File: src/rtl/vram_arbiter.sv
// Shares the single-port work/video RAM between the i8080 bus and the video fetcher.
// Video wins by default; a streak counter forces one CPU slot after STARVE_MAX video grants.
module vram_arbiter #(
   parameter int ADDR_W     = 13,
   parameter int DATA_W     = 8,
   parameter int STARVE_MAX = 4
) (
   input  logic              clk,
   input  logic              rst,
   input  logic              cpu_req,
   input  logic              cpu_we,
   input  logic [ADDR_W-1:0] cpu_addr,
   input  logic [DATA_W-1:0] cpu_wdata,
   output logic              cpu_gnt,
   output logic              cpu_rvalid,
   output logic [DATA_W-1:0] cpu_rdata,
   input  logic              vid_req,
   input  logic [ADDR_W-1:0] vid_addr,
   output logic              vid_gnt,
   output logic              vid_rvalid,
   output logic [DATA_W-1:0] vid_rdata,
   output logic              mem_en,
   output logic              mem_we,
   output logic [ADDR_W-1:0] mem_addr,
   output logic [DATA_W-1:0] mem_wdata,
   input  logic [DATA_W-1:0] mem_rdata
);

   localparam logic [1:0] OWN_NONE = 2'd0;
   localparam logic [1:0] OWN_CPU  = 2'd1;
   localparam logic [1:0] OWN_VID  = 2'd2;

   localparam logic [3:0] STREAK_LIM = 4'(STARVE_MAX);

   logic [3:0] streak_q, streak_d;
   logic [1:0] rd_owner_q, rd_owner_d;
   logic       gnt_cpu, gnt_vid;

   // Grants are gated by reset so nothing reaches the RAM while rst is low,
   // including a grant that was in flight when reset asserted mid-cycle.
   always_comb begin
      gnt_vid = 1'b0;
      gnt_cpu = 1'b0;
      if (rst) begin
         if (vid_req && (!cpu_req || (streak_q < STREAK_LIM))) begin
            gnt_vid = 1'b1;
         end else if (cpu_req) begin
            gnt_cpu = 1'b1;
         end
      end
   end

   always_comb begin
      streak_d = streak_q;
      if (!cpu_req || gnt_cpu) begin
         streak_d = 4'd0;
      end else if (gnt_vid && (streak_q < STREAK_LIM)) begin
         streak_d = streak_q + 4'd1;
      end
   end

   always_comb begin
      rd_owner_d = OWN_NONE;
      if (gnt_cpu && !cpu_we) begin
         rd_owner_d = OWN_CPU;
      end else if (gnt_vid) begin
         rd_owner_d = OWN_VID;
      end
   end

   always_ff @(posedge clk or negedge rst) begin
      if (!rst) begin
         streak_q   <= 4'd0;
         rd_owner_q <= OWN_NONE;
      end else begin
         streak_q   <= streak_d;
         rd_owner_q <= rd_owner_d;
      end
   end

   always_comb begin
      cpu_gnt   = gnt_cpu;
      vid_gnt   = gnt_vid;
      mem_en    = gnt_cpu | gnt_vid;
      mem_we    = gnt_cpu & cpu_we;
      mem_wdata = gnt_cpu ? cpu_wdata : '0;
      mem_addr  = '0;
      if (gnt_cpu) begin
         mem_addr = cpu_addr;
      end else if (gnt_vid) begin
         mem_addr = vid_addr;
      end
   end

   // Read data is a combinational pass-through, zeroed when not owned.
   always_comb begin
      cpu_rvalid = (rd_owner_q == OWN_CPU);
      vid_rvalid = (rd_owner_q == OWN_VID);
      cpu_rdata  = cpu_rvalid ? mem_rdata : '0;
      vid_rdata  = vid_rvalid ? mem_rdata : '0;
   end

endmodule

File: config.mk
export PLATFORM = sky130hd
export DESIGN_NAME = vram_arbiter
export DESIGN_NICKNAME = d
export VERILOG_FILES = /design/src/rtl/vram_arbiter.sv
export SDC_FILE = /design/constraint.sdc
export NUM_CORES = 1
export LEC_CHECK = 0
export ABC_AREA = 1
export CORE_MARGIN = 2
export CORE_UTILIZATION = 25
export CTS_BUF_LIST = sky130_fd_sc_hd__clkbuf_8
export DETAILED_ROUTE_END_ITERATION = 7
export DONT_BUFFER_PORTS = 1
export PLACE_DENSITY_LB_ADDON = 0.3
export SKIP_LAST_GASP = 1
export SLEW_MARGIN = 15
export SYNTH_ARGS = -nofsm -noshare
export SYNTH_HDL_FRONTEND = slang
export SYNTH_SLANG_ARGS = --single-unit
File: constraint.sdc
create_clock -name clk -period 1.2 [get_ports clk]
set_input_delay 0.24 -clock clk [delete_from_list [all_inputs] [get_ports clk]]
set_output_delay 0.24 -clock clk [all_outputs]
set_load 0.01 [all_outputs]
==> impl_results.md, run 1 <==
* Status: complete, but fails checks
* Failing checks: negative setup slack
* CTS tree: yes
* N_diodes at 0
* Final Cell Area at 1040 um2
* Headroom to the max-slew limit at 81.31%
* Pint at 0.5080 mW
* Max-cap viol count at 0
* Post-DP HPWL at 1478 um
* Initial antenna violation count at 0
* Drc violations at 0
* Routed WL per cell at 12.83 um
* Final Util at 42.35%
* PnR worst setup slack at -0.3092 ns
* Net Sw Frac at 33.39%
* Clk buf depth at 2
* Die area at 3000 um2
* Num rows at 18
* Via Count at 772
* Post-synthesis cell count at 119
* Final-layout fill cell count at 242
* Final cell count without fillers at 161
* # clock sinks at 6
* Final hold vios at 0
* Cell variety after synth at 18
* Number of global-route vias before repair at 566
* Clock Power Share at 40.2%
* Area grow syn2layout at 61.36%
* H-tree depth at 1
* CP startpoint kind: register
* DR pass1 iterations at 4
* Cell Pwr Density at 733.6 nW/um2
* Final period utilization at 125.8%
* GRT overflow at 0
* Die width at 54.77 um
* Root Driver: clkbuf_8
* Crit path time final at 1.509 ns
* Power, Total at 0.7627 mW
* Gpl congestion at 0.6382
* Core Area at 2455 um2
* WL final at 2066 um
* Synth area leaders: nand2_1, dfrtp_1, nor2_1
* Class of the worst hold path: in -> reg
* Clock Pin Slew Worst Setup and Hold Paths at 0.04 ns
* Worst EP required at 0.96 ns
* Hold slack final at 0.07922 ns
* Slew Limit Fails at 0
* Crit path max-delay family: flip-flops
* Mapped cell area at 644.4 um2
* VDD IR max at 0.5715 mV
* Combinational power share at 30.7%
* Syn_nets at 167
* Crit-path cells: o21ai_4 -> nand3_4 -> inv_4 -> nand2_1 -> nand2_2
* First-pass GRT wire length at 2442 um
* Setup tns final at -8.962 ns
* Max incr delay on CP at 0.42 ns
* Multi-input logic area at 585.6 um2
* Largest net degree at the start of global routing at 15
* P_sw at 0.2547 mW
* IO Count at 90
* 1st-iter DRT viols at 13
* Routed Antenna Nets at 0
* Flop pwr share at 29.1%
* Die outline height at 54.77 um
* Top cell type's share of synthesized area at 26.21%
* Placed cells at 152
* Yosys top cell by area: nand2_1
* Yosys reg bits at 6
* Setup violators final at 40
* Buffers & Inverters on Critical Path at 1
* Total GRT Usage at 11.87%
* Setup WS pre-CTS at -0.1202 ns
* Number of flops mapped to enable cells by yosys at 0
* CP max FO at 7
* Worst Setup Path Type: reg -> out
* Vias per cell at 4.795
* Ys flop type: dfrtp_1
* Dpl cell area at 729.5 um2
* Worst slew pin tran at 0.2794 ns
* Total CTS buffers at 3
* Fin nets at 181
* Synth Warn # at 0
* Async S/R FF share, synth at 100.0%
* Highest Clock Rate at 0.6626 GHz
* FF-to-FF setup slack at -0.09 ns
* Clk Latency, worst-skew pair at 0.23 ns
* Crit path DAT at 1.27 ns
* Register area share after synthesis at 23.30%
* Crit end category: output pin
* Port Buffers at 0
* Clock Skew at 0.001559 ns
* Synth cell count leaders: nand2_1, nor2_1, inv_1, dfrtp_1
* Layout cells sized above 1 at 47.33%
* Initial Util at 26.25%
* Reg area at 152.6 um2
* Syn avg cell area at 5.415 um2
* Slowest cell on the critical path: dfrtp_2
* Leak at 0.5409 nW
* RSZ-0062 raised after global routing: yes
* Top-count cell post-synth: nand2_1
[worst paths after layout]
path / startpoint / cells past startpoint / endpoint
hold / removal: cpu_we / 1 / rd_owner_q[0]$_DFF_PN0_
hold reg to reg: streak_q[1]$_DFFE_PN0P_ / 2 / streak_q[1]$_DFFE_PN0P_
setup / recovery: streak_q[3]$_DFFE_PN0P_ / 5 / mem_addr[4]
max in group asynchronous: rst / 1 / rd_owner_q[0]$_DFF_PN0_
min in group asynchronous: rst / 1 / rd_owner_q[1]$_DFF_PN0_
setup reg to reg: streak_q[3]$_DFFE_PN0P_ / 7 / streak_q[1]$_DFFE_PN0P_
[kinds of logic (layout without fill, tap and decap cells)]
kind of cell	count (synthesis)	in the layout	share of synthesized area (%)
buffers and inverters	27	38	19.22
DFF	6	6	23.30
and+or+nand+nor	84	85	54.18
adders and majority gates	1	1	1.941
AOI/OAI and AO/OA	1	1	1.359
[worst reg2reg max path: cells and delay by family, from the launching register on]
family                 cells  cell delay (ns)
flip-flops                 1             0.42
AND/OR/NAND/NOR            4             0.34
buffers and inverters      2             0.25
AO/OA/AOI/OAI              1             0.21
[sequential cells by signal (all words and copies together) (netlist names)]
signal	cells
streak_q	4
rd_owner_q	2
[power by group through the flow]
stage / logic (mW) / registers [mW] / clock network, mW
2_1_floorplan: 0.136 / 0.219 / 0
3_3_place_gp: 0.157 / 0.220 / 0
3_5_place_dp: 0.160 / 0.220 / 0
4_1_cts: 0.206 / 0.219 / 0.319
5_1_grt: 0.261 / 0.222 / 0.326
6_report: 0.234 / 0.222 / 0.307
[cells in the final DEF (no fill, tap or decap)]
cell and count:
dlygate4sd3_1 1, buf_6 4, nand3_4 1, nand4_1 3, inv_2 1, clkbuf_8 3
nor2_4 17, nand2_8 1, nand2_1 26, inv_4 2, buf_12 1, ha_1 1
and3_1 1, nor2_1 11, buf_4 4, o21ai_4 1, clkinv_4 1, nand2_4 2
nand3_1 3, dfrtp_1 4, nand3b_1 1, inv_8 1, clkinv_2 1, inv_1 18
dfrtp_2 2, nand2_2 19, inv_6 1
[repair_timing]
action / CTS / global route
gates cloned: 0 / 2
hold endpoints to repair: 6 / 0
hold buffers: 1 / 0
setup buffers: 3 / 0
pin swaps: 1 / 5
resized for setup: 35 / 31
endpoints found under the setup margin: 42 / 48
[metal layers]
metal  wire, um  track usage (%)  part of all wire (%)  vias to the layer above
met2       1148            20.63                    56                       44
li1           -                -                     -                      374
met5          0                0                     0                        -
met4         25            6.250                   1.2                        0
met3        198            4.645                   9.6                        5
met1        693            12.11                    34                      349
[final cells by class]
type,instances,share of cell area [%]
Sequential cell,6,14.68
Inverter,24,10.71
Tap cell,30,3.610
Multi-Input combinational cell,87,56.32
Timing Repair Buffer,10,10.11
Timing Repair inverter,1,0.6017
Clock buffer,3,3.971
No activity file was read; power rests on OpenSTA's default activity.
==> run 2, diff against run 1 <==
--- a/config.mk
+++ b/config.mk
@@ -5,7 +5,6 @@
 export SDC_FILE = /design/constraint.sdc
 export NUM_CORES = 1
 export LEC_CHECK = 0
-export ABC_AREA = 1
 export CORE_MARGIN = 2
 export CORE_UTILIZATION = 25
 export CTS_BUF_LIST = sky130_fd_sc_hd__clkbuf_8
==> run 2 against run 1 <==
Critical path depth shrank 1; first-iteration DRC count grew 110%; clock-buffer cell count stayed put; synthesized area increased by 16%; the run ends with design-rule violations, negative setup slack left; worst setup slack got worse by 0.037 ns; die area up 15%; utilization shrank 0.92 points; clock power barely moved; routed wire length rose by 37%; maximum frequency decreased by 2.4%.
==> impl_results.md, run 2 <==
* Fin nets at 163 (was 181)
* Port Buffers at 0 (unchanged)
* Clk buf depth at 2 (unchanged)
* Post-synthesis cell count at 103 (was 119)
* Class of the worst hold path: in -> reg (unchanged)
* Total GRT Usage at 14.96% (was 11.87%)
* Placed cells at 136 (was 152)
* Reg area at 153.9 um2 (was 152.6 um2)
* Net Sw Frac at 28.90% (was 33.39%)
* Status: complete, but fails checks (unchanged)
* Synth cell count leaders: nand3_1, and2_1, o22ai_1, nor3b_1, dfrtp_1 (was nand2_1, nor2_1, inv_1, dfrtp_1)
* CP max FO at 6 (was 7)
* Headroom to the max-slew limit at 70.47% (was 81.31%)
* Die width at 58.66 um (was 54.77 um)
* Setup WS pre-CTS at -0.1682 ns (was -0.1202 ns)
* DR pass1 iterations at 8 (was 4)
* Slowest cell on the critical path: dfrtp_2 (unchanged)
* Slew Limit Fails at 0 (unchanged)
* Crit path time final at 1.546 ns (was 1.509 ns)
* Initial Util at 26.63% (was 26.25%)
* Register area share after synthesis at 20.10% (was 23.30%)
* Top-count cell post-synth: nand3_1 (was nand2_1)
* Layout cells sized above 1 at 53.10% (was 47.33%)
* Max-cap viol count at 0 (unchanged)
* Setup violators final at 42 (was 40)
* Vias per cell at 6.153 (was 4.795)
* # clock sinks at 6 (unchanged)
* Die outline height at 58.66 um (was 54.77 um)
* Top cell type's share of synthesized area at 20.10% (was 26.21%)
* Synth Warn # at 0 (unchanged)
* Area grow syn2layout at 55.61% (was 61.36%)
* Total CTS buffers at 3 (unchanged)
* Yosys top cell by area: dfrtp_1 (was nand2_1)
* Crit-path cells: nor3b_4 -> buf_6 -> nor3b_1 -> buf_4 (was o21ai_4 -> nand3_4 -> inv_4 -> nand2_1 -> nand2_2)
* Buffers & Inverters on Critical Path at 2 (was 1)
* Gpl congestion at 0.6700 (was 0.6382)
* Mapped cell area at 747.0 um2 (was 644.4 um2)
* VDD IR max at 0.2390 mV (was 0.5715 mV)
* Via Count at 886 (was 772)
* RSZ-0062 raised after global routing: yes (unchanged)
* WL final at 2821 um (was 2066 um)
* Final hold vios at 0 (unchanged)
* Root Driver: clkbuf_8 (unchanged)
* N_diodes at 0 (unchanged)
* Clock Pin Slew Worst Setup and Hold Paths at 0.04 ns (about the same)
* Clock Power Share at 40.2% (about the same)
* Flop pwr share at 28.3% (was 29.1%)
* Crit path DAT at 1.31 ns (was 1.27 ns)
* Pint at 0.5460 mW (was 0.5080 mW)
* Max incr delay on CP at 0.42 ns (about the same)
* Power, Total at 0.7679 mW (was 0.7627 mW)
* Most common cell after layout, fill and taps aside: nand3_1 (was nand2_1)
* Setup tns final at -9.249 ns (was -8.962 ns)
* Routed WL per cell at 19.59 um (was 12.83 um)
* GRT overflow at 0 (unchanged)
* 1st-iter DRT viols at 27 (was 13)
* Num rows at 19 (was 18)
* Most frequent cells in the layout: nand3_1, and2_4, buf_4, o22ai_2, nor3b_1 (was nand2_1, nand2_2, inv_1, nor2_4, nor2_1)
* Syn avg cell area at 7.252 um2 (was 5.415 um2)
* Yosys reg bits at 6 (unchanged)
* Number of flops mapped to enable cells by yosys at 0 (unchanged)
* Final-layout fill cell count at 280 (was 242)
* Number of global-route vias before repair at 871 (was 566)
* Crit end category: output pin (unchanged)
* Worst slew pin tran at 0.4419 ns (was 0.2794 ns)
* IO Count at 90 (unchanged)
* H-tree depth at 1 (unchanged)
* Synth area leaders: dfrtp_1, nand3_1, and2_1 (was nand2_1, dfrtp_1, nor2_1)
* Worst EP required at 0.96 ns (about the same)
* CTS tree: yes (unchanged)
* Max reg flops at 4 (unchanged)
* CP startpoint kind: register (unchanged)
* PnR worst setup slack at -0.3464 ns (was -0.3092 ns)
* First-pass GRT wire length at 3843 um (was 2442 um)
* Final period utilization at 128.9% (was 125.8%)
* Final cell count without fillers at 144 (was 161)
* Cell Pwr Density at 660.7 nW/um2 (was 733.6 nW/um2)
* Routed Antenna Nets at 0 (unchanged)
* P_sw at 0.2220 mW (was 0.2547 mW)
* Post-DP HPWL at 2036 um (was 1478 um)
* Multi-input logic area at 758.2 um2 (was 585.6 um2)
* Ys flop type: dfrtp_1 (unchanged)
* Combinational power share at 31.5% (was 30.7%)
* Clk Latency, worst-skew pair at 0.22 ns (was 0.23 ns)
* Biggest register: streak_q (unchanged)
* Initial antenna violation count at 0 (unchanged)
* Drc violations at 8 (was 0)
* Largest net degree at the start of global routing at 39 (was 15)
* Syn_nets at 151 (was 167)
* Async S/R FF share, synth at 100.0% (unchanged)
* Crit path max-delay family: flip-flops (unchanged)
* Die area at 3441 um2 (was 3000 um2)
* Highest Clock Rate at 0.6466 GHz (was 0.6626 GHz)
* Core Area at 2805 um2 (was 2455 um2)
* Clock Skew at 0.001889 ns (was 0.001559 ns)
* Hold slack final at 0.08827 ns (was 0.07922 ns)
* Worst Setup Path Type: reg -> out (unchanged)
* Leak at 0.4448 nW (was 0.5409 nW)
* Cell variety after synth at 22 (was 18)
* Top flop regs: streak_q x4, rd_owner_q x2 (unchanged)
* Failing checks: design-rule violations, negative setup slack (was negative setup slack)
## run 2: path summary, 6_finish.rpt
kind	from	end	slack [ns]	cells past startpoint
min in group asynchronous	rst	streak_q[1]$_DFFE_PN0P_	0.34	1
hold / removal	cpu_we	rd_owner_q[0]$_DFF_PN0_	0.09	1
setup / recovery	streak_q[3]$_DFFE_PN0P_	mem_wdata[6]	-0.35	4
max in group asynchronous	rst	rd_owner_q[0]$_DFF_PN0_	0.61	1
setup reg to reg	streak_q[3]$_DFFE_PN0P_	streak_q[0]$_DFFE_PN0P_	-0.08	3
hold reg to reg	streak_q[1]$_DFFE_PN0P_	streak_q[1]$_DFFE_PN0P_	0.53	1
## run 2: layout make-up
cell class | count | area share [%]
tap | 31 | 3.337
timing repair buffer | 17 | 14.64
clock buffer | 3 | 3.552
sequential | 6 | 13.24
multi-input combinational | 87 | 65.23
## run 2: power groups by stage
stage,Clock (mW),Sequential (mW),Combinational [mW]
finish,0.309,0.217,0.242
global route,0.325,0.218,0.258
CTS,0.315,0.216,0.229
global placement,0,0.214,0.178
detailed placement,0,0.215,0.181
floorplan,0,0.214,0.178
## run 2: per-layer routing
layer	vias up	part of all wire, %	GRT usage (%)
met5	-	0	0
met4	0	0.60	4.870
met3	2	9.7	2.637
met2	71	58	31.78
met1	412	31	13.86
li1	401	-	-
## run 2: worst reg2reg max path, cell delays in order, from the launching register on
cell,delay (ns)
dfrtp_2,0.42
buf_4,0.15
or4b_1,0.51
o2bb2ai_1,0.13
## run 2: logic make-up (layout without fill, tap and decap cells)
family	count (synthesis)	in the layout	synth area share [%]
flip-flops	6	6	20.10
AND/OR/NAND/NOR	66	68	52.60
adder cells (fa/ha/maj)	1	1	1.675
AO/OA/AOI/OAI	18	18	16.42
buffers and inverters	12	20	9.213
## run 2: repair_timing
| item | in CTS | in global routing |
|---|---|---|
| setup buffers | 2 | 0 |
| pin swaps | 7 | 5 |
| hold endpoints to repair | 6 | 6 |
| setup endpoints to repair | 43 | 42 |
| gates resized for setup | 35 | 4 |
| gates cloned | 2 | 0 |
## run 2: metrics by stage
| stage | util, % | area, um2 |
|---|---|---|
| floorplan | - | 834.6 |
| global placement | 32.65 | 915.9 |
| detailed placement | 32.65 | 915.9 |
| CTS | 40.32 | 1131 |
| global route | 41.44 | 1162 |
| finish | 41.44 | 1162 |
==> run 3, diff against run 2 <==
--- a/config.mk
+++ b/config.mk
@@ -5,11 +5,11 @@
 export SDC_FILE = /design/constraint.sdc
 export NUM_CORES = 1
 export LEC_CHECK = 0
+export BUFFER_PORTS_ARGS = -buffer_cell sky130_fd_sc_hd__buf_2
 export CORE_MARGIN = 2
 export CORE_UTILIZATION = 25
 export CTS_BUF_LIST = sky130_fd_sc_hd__clkbuf_8
 export DETAILED_ROUTE_END_ITERATION = 7
-export DONT_BUFFER_PORTS = 1
 export PLACE_DENSITY_LB_ADDON = 0.3
 export SKIP_LAST_GASP = 1
 export SLEW_MARGIN = 15
==> run 3 against run 2 <==
The run still ends with design-rule violations, negative setup slack left; global-route usage up 3.9 points; clock skew down 0.0011 ns; critical endpoint is now mem_addr[7]; via count is 37% higher; combinational power up 78%; worst setup slack got worse by 0.073 ns.
==> impl_results.md, run 3 (synthesized netlist as in run 2, its figures left out) <==
* Leak at 0.8867 nW (was 0.4448 nW)
* Buffers & Inverters on Critical Path at 3 (was 2)
* IO Count at 90 (unchanged)
* Worst Setup Path Type: reg -> out (unchanged)
* Reg2reg start: streak_q[2]$_DFFE_PN0P_ (was streak_q[3]$_DFFE_PN0P_)
* Pint at 0.6653 mW (was 0.5460 mW)
* Crit end category: output pin (unchanged)
* Dpl cell area at 1374 um2 (was 915.9 um2)
* CTS tree: yes (unchanged)
* RSZ-0062 raised after global routing: yes (unchanged)
* CP startpoint kind: register (unchanged)
* Root Driver: clkbuf_8 (unchanged)
* Die area at 3441 um2 (unchanged)
* Final Cell Area at 1717 um2 (was 1162 um2)
* Initial antenna violation count at 0 (unchanged)
* Vias per cell at 5.029 (was 6.153)
* Setup WS pre-CTS at -0.1840 ns (was -0.1682 ns)
* Clk Latency, worst-skew pair at 0.22 ns (about the same)
* Number of global-route vias before repair at 1121 (was 871)
* First-pass GRT wire length at 4892 um (was 3843 um)
* Global routing usage on met1 at 18.68% (was 13.86%)
* Via Count at 1212 (was 886)
* Met2 Use GR at 37.56% (was 31.78%)
* Port Buffers at 89 (was 0)
* Max-cap viol count at 0 (unchanged)
* Max reg flops at 4 (unchanged)
* FF-to-FF setup slack at -0.04 ns (was -0.08 ns)
* Clk buf depth at 2 (unchanged)
* Top flop regs: streak_q x4, rd_owner_q x2 (unchanged)
* Gpl congestion at 0.6968 (was 0.6700)
* Combinational power share at 45.2% (was 31.5%)
* Placed cells at 225 (was 136)
* Worst EP required at 0.96 ns (about the same)
* Final cell count without fillers at 241 (was 144)
* Clock Pin Slew Worst Setup and Hold Paths at 0.04 ns (about the same)
* DR pass1 iterations at 6 (was 8)
* Drc violations at 9 (was 8)
* Max incr delay on CP at 0.43 ns (was 0.42 ns)
* 1st-iter DRT viols at 42 (was 27)
* Most common cell after layout, fill and taps aside: buf_2 (was nand3_1)
* Flop pwr share at 22.6% (was 28.3%)
* Cell Pwr Density at 556.7 nW/um2 (was 660.7 nW/um2)
* R2r endpoint: streak_q[0]$_DFFE_PN0P_ (unchanged)
* Routing usage on met3 at 2.198% (was 2.637%)
* VDD IR max at 0.3187 mV (was 0.2390 mV)
* PnR worst setup slack at -0.4196 ns (was -0.3464 ns)
* Die width at 58.66 um (unchanged)
* Final period utilization at 135.0% (was 128.9%)
* Crit-path cells: nor3b_4 -> buf_4 -> buf_6 -> o22ai_2 -> buf_2 (was nor3b_4 -> buf_6 -> nor3b_1 -> buf_4)
* Worst slew pin tran at 0.2431 ns (was 0.4419 ns)
* Most frequent cells in the layout: buf_2, nand3_1, buf_6, buf_4 (was nand3_1, and2_4, buf_4, o22ai_2, nor3b_1)
* Clock Power Share at 32.2% (was 40.2%)
* Final-layout fill cell count at 245 (was 280)
* Fin nets at 260 (was 163)
* # clock sinks at 6 (unchanged)
* GRT Max-Usage Layer: met2 (unchanged)
* Headroom to the max-slew limit at 83.58% (was 70.47%)
* Total GRT Usage at 18.83% (was 14.96%)
* Hold slack final at 0.01662 ns (was 0.08827 ns)
* Class of the worst hold path: in -> async (was in -> reg)
* Crit path DAT at 1.38 ns (was 1.31 ns)
* Initial Util at 26.63% (unchanged)
* Layout cells sized above 1 at 71.43% (was 53.10%)
* H-tree depth at 1 (unchanged)
* Failing checks: design-rule violations, negative setup slack (unchanged)
* Power, Total at 0.9556 mW (was 0.7679 mW)
* Total CTS buffers at 3 (unchanged)
* Net Sw Frac at 30.38% (was 28.90%)
* Clock Skew at 0.0007660 ns (was 0.001889 ns)
* Crit path time final at 1.620 ns (was 1.546 ns)
* GRT overflow at 0 (unchanged)
* Biggest register: streak_q (unchanged)
* Status: complete, but fails checks (unchanged)
* Post-DP HPWL at 2424 um (was 2036 um)
* Highest Clock Rate at 0.6174 GHz (was 0.6466 GHz)
* Routed Antenna Nets at 0 (unchanged)
* N_diodes at 0 (unchanged)
* WL final at 3382 um (was 2821 um)
* P_sw at 0.2904 mW (was 0.2220 mW)
* Core Area at 2805 um2 (unchanged)
* Slew Limit Fails at 0 (unchanged)
* Setup violators final at 43 (was 42)
* Crit path max-delay family: buffers and inverters (was flip-flops)
* Largest net degree at the start of global routing at 20 (was 39)
* Area grow syn2layout at 129.8% (was 55.61%)
* Reg2reg path depth at 3 (unchanged)
* Die outline height at 58.66 um (unchanged)
* Routed WL per cell at 14.03 um (was 19.59 um)
* CP max FO at 5 (was 6)
* Final hold vios at 0 (unchanged)
* Slowest cell on the critical path: dfrtp_2 (unchanged)
* Num rows at 19 (unchanged)
-- run 3: changes by cell type in the layout (fill, tap and decap cells not counted) --
| cell | change |
|---|---|
| and2_1 | +7 |
| nor3b_1 | -3 |
| o22ai_2 | +1 |
| o22ai_4 | -4 |
| o22ai_1 | +3 |
| nor3b_2 | +3 |
| buf_4 | +3 |
| buf_6 | +18 |
| buf_2 | +76 |
| and2_4 | -7 |
-- run 3: worst max path at each step --
| stage | from | to | slack (ns) | depth (start not counted) |
|---|---|---|---|---|
| 4_1_cts | streak_q[2]$_DFFE_PN0P_ | mem_addr[7] | -0.38 | 4 |
| 5_1_grt | streak_q[3]$_DFFE_PN0P_ | mem_addr[7] | -0.47 | 5 |
| 3_3_place_gp | streak_q[3]$_DFFE_PN0P_ | mem_addr[0] | -0.18 | 4 |
| 6_report | streak_q[3]$_DFFE_PN0P_ | mem_addr[7] | -0.42 | 5 |
| 2_1_floorplan | streak_q[3]$_DFFE_PN0P_ | mem_addr[0] | -0.08 | 3 |
| 3_5_place_dp | streak_q[3]$_DFFE_PN0P_ | mem_addr[7] | -0.18 | 4 |
-- run 3: worst register-to-register path, stage by stage (launching register included) --
cell       delay [ns]
dfrtp_2          0.43
buf_6            0.13
or4b_1           0.46
o2bb2ai_1        0.14
-- run 3: through the flow --
step,TNS [ns],utilization [%]
4_1_cts,-11.27,58.21
6_report,-12.70,61.20
2_1_floorplan,-1.341,-
5_1_grt,-14.46,61.20
3_5_place_dp,-4.771,48.97
3_3_place_gp,-3.435,48.97
-- run 3: power groups by stage --
stage | clock network, mW | registers (mW) | logic (mW)
finish | 0.308 | 0.216 | 0.431
global route | 0.324 | 0.217 | 0.467
CTS | 0.313 | 0.216 | 0.406
detailed placement | 0 | 0.215 | 0.355
global placement | 0 | 0.214 | 0.344
floorplan | 0 | 0.214 | 0.178
-- run 3: final cells by class --
cell class | count | area (um2) | share of cell area (%)
timing repair buffer | 114 | 775.7 | 45.19
multi-input combinational | 87 | 706.9 | 41.18
sequential | 6 | 153.9 | 8.965
clock buffer | 3 | 41.29 | 2.405
tap | 31 | 38.79 | 2.259
-- run 3: metal layers --
layer / wire (um) / up-vias
li1: - / 593
met2: 1819 / 75
met1: 1188 / 538
met4: 76 / 0
met3: 298 / 6
met5: 0 / -
-- run 3: timing repair --
item,in CTS,in global routing
cloned,5,0
hold buffers,1,0
setup buffers,6,2
pin swaps,33,16
resized for setup,32,17
endpoints found under the hold margin,3,0
setup endpoints to repair,44,44
